===== config.mk =====
export PLATFORM = sky130hd
export DESIGN_NAME = serial_word_tx
export DESIGN_NICKNAME = d
export VERILOG_FILES = /design/src/rtl/serial_pkg.sv /design/src/rtl/serial_word_tx_bit_timer.sv /design/src/rtl/serial_word_tx.sv
export SDC_FILE = /design/constraint.sdc
export NUM_CORES = 1
export LEC_CHECK = 0
export CORE_AREA = 2 2 39 41
export CTS_BUF_LIST = sky130_fd_sc_hd__clkbuf_4 sky130_fd_sc_hd__clkbuf_8
export CTS_CLUSTER_DIAMETER = 60
export DETAILED_ROUTE_END_ITERATION = 6
export DIE_AREA = 0 0 41 43
export PLACE_DENSITY_LB_ADDON = 0.3
export SLEW_MARGIN = 10
export SYNTH_ARGS = -nofsm -noshare
export SYNTH_HDL_FRONTEND = slang
export SYNTH_SLANG_ARGS = --single-unit

===== constraint.sdc =====
create_clock -name clk -period 1.6 [get_ports clk]
set_input_delay 0.48 -clock clk [delete_from_list [all_inputs] [get_ports clk]]
set_output_delay 0.48 -clock clk [all_outputs]
set_load 0.1 [all_outputs]

===== src/rtl/serial_pkg.sv =====
// Shared types and line-level constants for the serial word transmitter.
// Also provides a helper that sizes counters so they are never zero bits wide.
package serial_pkg;

  typedef enum logic [1:0] {
    IDLE  = 2'd0,
    START = 2'd1,
    DATA  = 2'd2,
    STOP  = 2'd3
  } state_e;

  localparam logic START_BIT  = 1'b0;
  localparam logic STOP_BIT   = 1'b1;
  localparam logic IDLE_LEVEL = 1'b1;

  // Counter width able to hold 0..n-1, never narrower than one bit.
  function automatic int unsigned cnt_width(input int unsigned n);
    return (n > 1) ? $clog2(n) : 1;
  endfunction

endpackage


===== src/rtl/serial_word_tx_bit_timer.sv =====
// Bit-period timer: counts CLKS_PER_BIT clocks per serial bit and flags the last one.
// The count restarts on clear and wraps to zero at the end of every bit period.
module bit_timer
  import serial_pkg::*;
#(
  parameter int unsigned CLKS_PER_BIT = 4
) (
  input  logic clk,
  input  logic reset,
  input  logic clear,
  input  logic run,
  output logic bit_end
);

  localparam int unsigned CNT_W = cnt_width(CLKS_PER_BIT);
  localparam logic [CNT_W-1:0] LAST_CNT = CNT_W'(CLKS_PER_BIT - 1);

  logic [CNT_W-1:0] clk_cnt_q;
  logic [CNT_W-1:0] clk_cnt_d;

  // With a single clock per bit the count sits at zero and bit_end stays high.
  assign bit_end = (clk_cnt_q == LAST_CNT);

  always_comb begin
    clk_cnt_d = clk_cnt_q;
    if (clear) begin
      clk_cnt_d = '0;
    end else if (run) begin
      clk_cnt_d = bit_end ? '0 : clk_cnt_q + CNT_W'(1);
    end
  end

  always_ff @(posedge clk or posedge reset) begin
    if (reset) begin
      clk_cnt_q <= '0;
    end else begin
      clk_cnt_q <= clk_cnt_d;
    end
  end

endmodule


===== src/rtl/serial_word_tx.sv =====
// Parallel-in serial-out transmitter: start bit, WIDTH data bits LSB first, stop bit.
// tx, busy and done are registered from the next-state view so they change only on edges.
module serial_word_tx
  import serial_pkg::*;
#(
  parameter int unsigned WIDTH        = 4,
  parameter int unsigned CLKS_PER_BIT = 4
) (
  input  logic             clk,
  input  logic             reset,
  input  logic             load_valid,
  output logic             load_ready,
  input  logic [WIDTH-1:0] data_in,
  output logic             tx,
  output logic             busy,
  output logic             done
);

  localparam int unsigned BIT_W = cnt_width(WIDTH);
  localparam logic [BIT_W-1:0] LAST_BIT = BIT_W'(WIDTH - 1);

  state_e           state_q, state_d;
  logic [WIDTH-1:0] shift_q, shift_d;
  logic [BIT_W-1:0] bit_cnt_q, bit_cnt_d;
  logic             tx_q, tx_d;
  logic             busy_q, busy_d;
  logic             done_q, done_d;
  logic             accept;
  logic             bit_end;

  assign load_ready = (state_q == IDLE) && !reset;
  assign accept     = load_valid && load_ready;

  bit_timer #(
    .CLKS_PER_BIT(CLKS_PER_BIT)
  ) u_bit_timer (
    .clk    (clk),
    .reset  (reset),
    .clear  (accept),
    .run    (state_q != IDLE),
    .bit_end(bit_end)
  );

  // Frame sequencing; outputs derive from the upcoming state so they line up with it.
  always_comb begin
    state_d   = state_q;
    shift_d   = shift_q;
    bit_cnt_d = bit_cnt_q;
    done_d    = 1'b0;
    tx_d      = IDLE_LEVEL;

    case (state_q)
      IDLE: begin
        if (accept) begin
          shift_d   = data_in;
          bit_cnt_d = '0;
          state_d   = START;
        end
      end
      START: begin
        if (bit_end) begin
          bit_cnt_d = '0;
          state_d   = DATA;
        end
      end
      DATA: begin
        if (bit_end) begin
          shift_d = shift_q >> 1;
          if (bit_cnt_q == LAST_BIT) begin
            state_d = STOP;
          end else begin
            bit_cnt_d = bit_cnt_q + BIT_W'(1);
          end
        end
      end
      STOP: begin
        if (bit_end) begin
          state_d = IDLE;
          done_d  = 1'b1;
        end
      end
      default: state_d = IDLE;
    endcase

    case (state_d)
      START:   tx_d = START_BIT;
      DATA:    tx_d = shift_d[0];
      STOP:    tx_d = STOP_BIT;
      default: tx_d = IDLE_LEVEL;
    endcase

    busy_d = (state_d != IDLE);
  end

  always_ff @(posedge clk or posedge reset) begin
    if (reset) begin
      state_q   <= IDLE;
      shift_q   <= '0;
      bit_cnt_q <= '0;
      tx_q      <= IDLE_LEVEL;
      busy_q    <= 1'b0;
      done_q    <= 1'b0;
    end else begin
      state_q   <= state_d;
      shift_q   <= shift_d;
      bit_cnt_q <= bit_cnt_d;
      tx_q      <= tx_d;
      busy_q    <= busy_d;
      done_q    <= done_d;
    end
  end

  assign tx   = tx_q;
  assign busy = busy_q;
  assign done = done_q;

endmodule

== Word level (Yosys, flattened, before mapping) ==
Index checks and enable logic that the tools add are counted.

* Flip-flop bits (word level): 13
* Input port bits: 7
* Output and inout bits: 4
* Logic and storage cells: 52

* $add $sub $neg: 2
* Equality and inequality tests: 11
* Mux-type cells: 20
* Reductions and logical operators: 11

{| class="wikitable"
|+ Operators by type and width
! operator !! count
|-
| 2-to-1 mux 2 bit || 12
|-
| equality test 2 bit, second input constant || 5
|-
| 2-to-1 mux 4 bit || 2
|-
| one-hot mux 2 bit (4 select lines) || 1
|-
| one-hot mux 4 bit (2 select lines) || 1
|-
| nonzero test 2 bit || 4
|-
| one-hot mux 2 bit (3 select lines) || 1
|-
| AND reduction 5 bit || 1
|-
| adder 2 x 1 -> 2 bit, second input constant || 2
|-
| equality test 2 x 1 -> 1 bit, second input constant || 2
|-
| inequality test 2 x 1 -> 1 bit, second input constant || 2
|-
| inequality test 2 bit, second input constant || 2
|-
| AND reduction 3 bit || 1
|-
| nonzero test 3 bit || 1
|-
| logical AND 1 bit || 2
|-
| zero test 2 bit || 1
|-
| 2-to-1 mux 1 bit || 2
|-
| one-hot mux 1 bit (2 select lines) || 1
|-
| zero test 1 bit || 1
|}

== Logic depth before layout (Yosys ltp) ==
* Depth in word-level cells: 7
* Mapped depth: 4
* Mapped depth without buffers: 4

== By module ==
Synthesis repeated with hierarchy kept, for this count alone.

* Cells, all modules: 65
* Area, all modules: 665.6 sq um

{| class="wikitable"
|+ By module, submodules not included
! module !! times used !! cells an instance !! area each (sq um) !! seq. area each (sq um)
|-
| serial_word_tx || 1 || 56 || 561.8 || 276.5
|-
| bit_timer || 1 || 9 || 103.8 || 50.0
|}

== Least setup slack after synthesis ==
OpenSTA, ideal clock, no wires.

* Path type: register to output
* From: register state_q[1]
* To: output load_ready
* Arrival: 1.885 ns
* Data required time: 1.120 ns
* Setup slack: -0.765 ns
* Cell stages (with the launch flop): 4
* Path buffers: 0
* Cells stage by stage: dfrtp_1 -> nor2_1 -> inv_1 -> nor2_1

* Cells in the longest elaborated chain, start to end: 2

{| class="wikitable"
|+ Ends and longest elaborated chain
! element !! RTL line !! RTL
|-
| start, declared || serial_word_tx.sv:22 || <nowiki>state_e state_q, state_d;</nowiki>
|-
| start signal, assigned || serial_word_tx.sv:104 || <nowiki>state_q <= state_d;</nowiki>
|-
| zero test 2 bit || serial_word_tx.sv:31 || <nowiki>assign load_ready = (state_q == IDLE) && !reset;</nowiki>
|-
| logical AND 1 bit || serial_word_tx.sv:31 ||
|-
| end, declared || serial_word_tx.sv:12 || <nowiki>output logic load_ready,</nowiki>
|}

Every way passes these cells.

== Worst setup path in the final report ==
* From: register state_q[0]
* To: output load_ready

Same word-level chain as after synthesis.

==> results.txt <==
In the synthesized netlist the dominant register cell turns out to be sky130_fd_sc_hd__dfrtp_1. The CTS tree is yes. The per-cell routed wire length came out at roughly 15 µm.

The total detailed-routing wirelength is 1590 µm. The pre-CTS worst setup slack came out at -309 ps. The number of buffer and inverter stages on the critical path came out at 2. The smallest setup slack after layout is -89.3 ps. The area of placed instances is 902 µm².

The flow ran to the end, but the final reports show violations. The final net count is 99. The end of the worst register-to-register path is bit_cnt_q[0]$_DFFE_PP0P_. The share of the clock period used by the worst path came out at 106%. Power spread over the standard cell area amounts to 2080 nW/µm².

By instance count, the leading cell after synthesis is sky130_fd_sc_hd__dfrtp_1. The count of final setup violators came out at 1. The antenna diode count came out at 0. For this block, wires on met1 add up to between 700 and 800 µm. The leakage dissipation is ~0.43 nW. The most frequent cell on the critical path is sky130_fd_sc_hd__nor2_4.

The kind of path behind the tightest hold check is in2async. The number of top-level design ports is 11. The count of buffers added on input and output ports is 10. The highest clock frequency the design can meet came out at roughly 600 MHz. The number of buffers added by the clock tree synthesis step is 3. After floorplanning, the core was divided into 14 placement rows. The worst setup path is launched from a flop.

The violation count after the first detailed-routing iteration came out at 17. By count the netlist is led by 12 x sky130_fd_sc_hd__dfrtp_1, 6 x sky130_fd_sc_hd__inv_1, 4 x sky130_fd_sc_hd__nand2_1, 4 x sky130_fd_sc_hd__nor2_1. In this design, the stage delay of the slowest critical-path cell is 420 ps. The estimated wirelength of the detail-placed design is between 1000 and 1500 µm. The floorplan step set the die height to 43 µm. The worst reg-to-reg path cell count came out at 4. The worst register-to-register path begins at state_q[0]$_DFF_PP0_.

Grouping stages by cell kind, the critical path spends the most delay in flip-flops. The top cell type's share of synthesized area is 44.0%. The tree is rooted in a sky130_fd_sc_hd__clkbuf_4. The number of slew-limit violations in the final report is 0. After detailed routing, no signal wire sits above met4. The first global-routing pass estimated between 2000 and 3000 µm of wire.

The arrival time of the worst setup path came out at about 1200 ps. The count of mapped cells out of synthesis is 65. The number of enable flip-flop cells after synthesis came out at 0. The area of the core is 1380 µm².

The clock transition at the registers of the reported paths is ~90 ps. The worst hold slack after final layout came out at approximately 500 ps. STA classifies the critical path endpoint as an output port. The number of standard cells in the layout, taps in and fillers out is between 100 and 150. Setup total negative slack on the finished layout was measured at -89.3 ps. The startpoint-to-endpoint class of the critical path is reg2out. The routability-driven placement congestion ratio is 0.817.

For this run, the register share of the synthesized area comes to ~48%. Setup repair after global routing could not meet its margin everywhere. The maximum count of clock buffers along a single path is 2. In the detailed route, the total length drawn on met3 is between 50 and 60 µm. The summed instance area of the synthesized netlist is just under 700 µm². In this run the worst setup path begins at state_q[0]$_DFF_PP0_. In this run the number of H-tree levels came out at 1. The final reports fail on negative setup slack. The flop-to-flop setup slack is about 80 ps.

The max-slew headroom at the worst pin is a little over 80%. The initial core utilization came out at approximately 50%. The synthesis-stage register bit count came out at 13. The insertion delay of the later-clocked pin in the worst-skew pair is approximately 290 ps. The number of library cell types mapped by synthesis is 30. The worst-path cell with the longest stage delay is sky130_fd_sc_hd__dfrtp_1. With fillers left out, the area of the finished cells amounts to around 970 µm². Buffers inserted to repair hold after CTS numbered 0. The total congestion overflow is 0. sky130_fd_sc_hd__dfrtp_1 takes more of the synthesized area than any other cell. Across the VDD grid, the largest voltage drop is roughly 0.0012 V. The pin slew with the least headroom to its limit is between 200 and 300 ps.

The largest net degree at the start of global routing came out at 14. The largest driver fanout on the critical path came out at 2. After synthesis, the mean cell area works out to between 10 and 15 µm². The area growth from synthesis to layout came out at 41.8%.

Between clock sinks in the finished design, the worst skew comes to ~1.1 ps. The amount of wire on met2 after detailed routing is approximately 780 µm. The signal on the critical path passes through nor2_4 -> inv_2 -> nor2_4 -> buf_12. The async set or reset register ratio after synthesis is 100%. Once detail routing completed, the nets flagged for antenna violations numbered 0. The vias per cell came out at 5.57. The TritonCTS sink count is 13. The area of the die is roughly 1800 µm². The placed instance count came out at between 90 and 100. The net count after synthesis came out at between 70 and 80. The via count came out at about 580. Ranked by total cell area, the synthesized netlist is headed by sky130_fd_sc_hd__dfrtp_1 44%, sky130_fd_sc_hd__ha_1 5.5%, sky130_fd_sc_hd__mux2i_1 4.4%, sky130_fd_sc_hd__dfstp_2 3.9%, sky130_fd_sc_hd__inv_1 3.3%. The minimum clock period after layout is ~1700 ps. The remaining design rule violation count came out at 0. The hold violation count in the final report came out at 0. The width of the chip came out at a little over 40 µm. The max-cap violation count came out at 0.

Of the cells placed in the final design, the portion with a size suffix greater than 1 is between 30% and 40%. The via count of the first global-routing pass is between 500 and 600. Across every metal layer, demand over resource in global routing totals a little under a quarter. The number of antenna violations at the first check in global routing came out at 0. The number of iterations in the first detailed-routing pass came out at 4. The Yosys step of the flow raised 0 warnings. STA puts the critical path data required time at ~1100 ps.
## metal layers
layer	global-route usage, %	up-vias
li1	-	283
met1	32.4	278
met2	33.4	13
met3	2.09	5
met4	14.0	0
met5	0	-
## layout by cell type, fill, tap and decap left out, drive strengths merged, types with 2 or more instances in the layout
cell           synthesis  final
mux2i                  3      3
o2111ai                2      2
nand2                  4      4
inv                    6      6
dfrtp                 12     12
a21oi                  3      3
clkdlybuf4s50          0      5
o21ai                  6      6
nand2b                 2      2
clkbuf                 0      4
nor2                   4      4
ha                     3      3
a22oi                  2      2
buf                    2     15
nor3b                  2      2
## worst reg2reg max path, stage by stage, from the launching register on
cell                        delay (ps)
sky130_fd_sc_hd__dfrtp_1           420
sky130_fd_sc_hd__buf_4             190
sky130_fd_sc_hd__or4b_4            580
sky130_fd_sc_hd__o2111ai_1         110
sky130_fd_sc_hd__o21ai_1           100
## layout make-up
class,instances,area [µm²]
fill,102,417
sequential,13,328
inverter,6,22.5
clock buffer,4,30.0
multi-input combinational,44,345
tap,16,20.0
timing repair buffer,21,221
## what timing repair did
action                                  CTS  global route
endpoints found under the setup margin    2             6
resized for setup                         4             2
pin swaps                                 2             2
setup buffers                             3             1
endpoints found under the hold margin     0             0
## through the flow
stage               util (%)  total power [mW]
global route            69.9              2.14
finish                  69.9              2.02
global placement        65.2              1.66
CTS                     69.3              2.00
detailed placement      65.2              1.68
floorplan                  -              1.31
## state kept, by name (all words and copies together) (netlist names)
name / flops
bit_cnt_q: 2
busy: 1
done: 1
shift_q: 4
state_q: 2
tx: 1
u_bit_timer.clk_cnt_q: 2
## power by group
part / leakage (nW) / switching, mW / total [mW] / internal, mW
Clock: 0.0184 / 0.125 / 0.239 / 0.114
Combinational: 0.257 / 0.644 / 1.15 / 0.510
Sequential: 0.159 / 0.133 / 0.623 / 0.491
## kinds of logic (layout without fill, tap and decap cells)
| family | after synthesis | in the layout | synth area share (%) |
|---|---|---|---|
| buffers and inverters | 8 | 31 | 4.77 |
| AO/OA/AOI/OAI | 19 | 19 | 18.9 |
| adder cells (fa/ha/maj) | 3 | 3 | 5.51 |
| flip-flops | 13 | 13 | 47.9 |
| AND/OR/NAND/NOR | 18 | 18 | 17.2 |
| multiplexers | 3 | 3 | 4.40 |
| XOR/XNOR | 1 | 1 | 1.28 |
## worst max path at each step
stage	end	slack, ps	cells past startpoint
after floorplan	load_ready	9	3
final	load_ready	-90	4
after CTS	load_ready	-70	4
after global routing	load_ready	-120	4
after global placement	shift_q[1]$_DFFE_PP0P_	-280	4
after detailed placement	bit_cnt_q[0]$_DFFE_PP0P_	-310	4
Power figures use the tool's default switching activity.
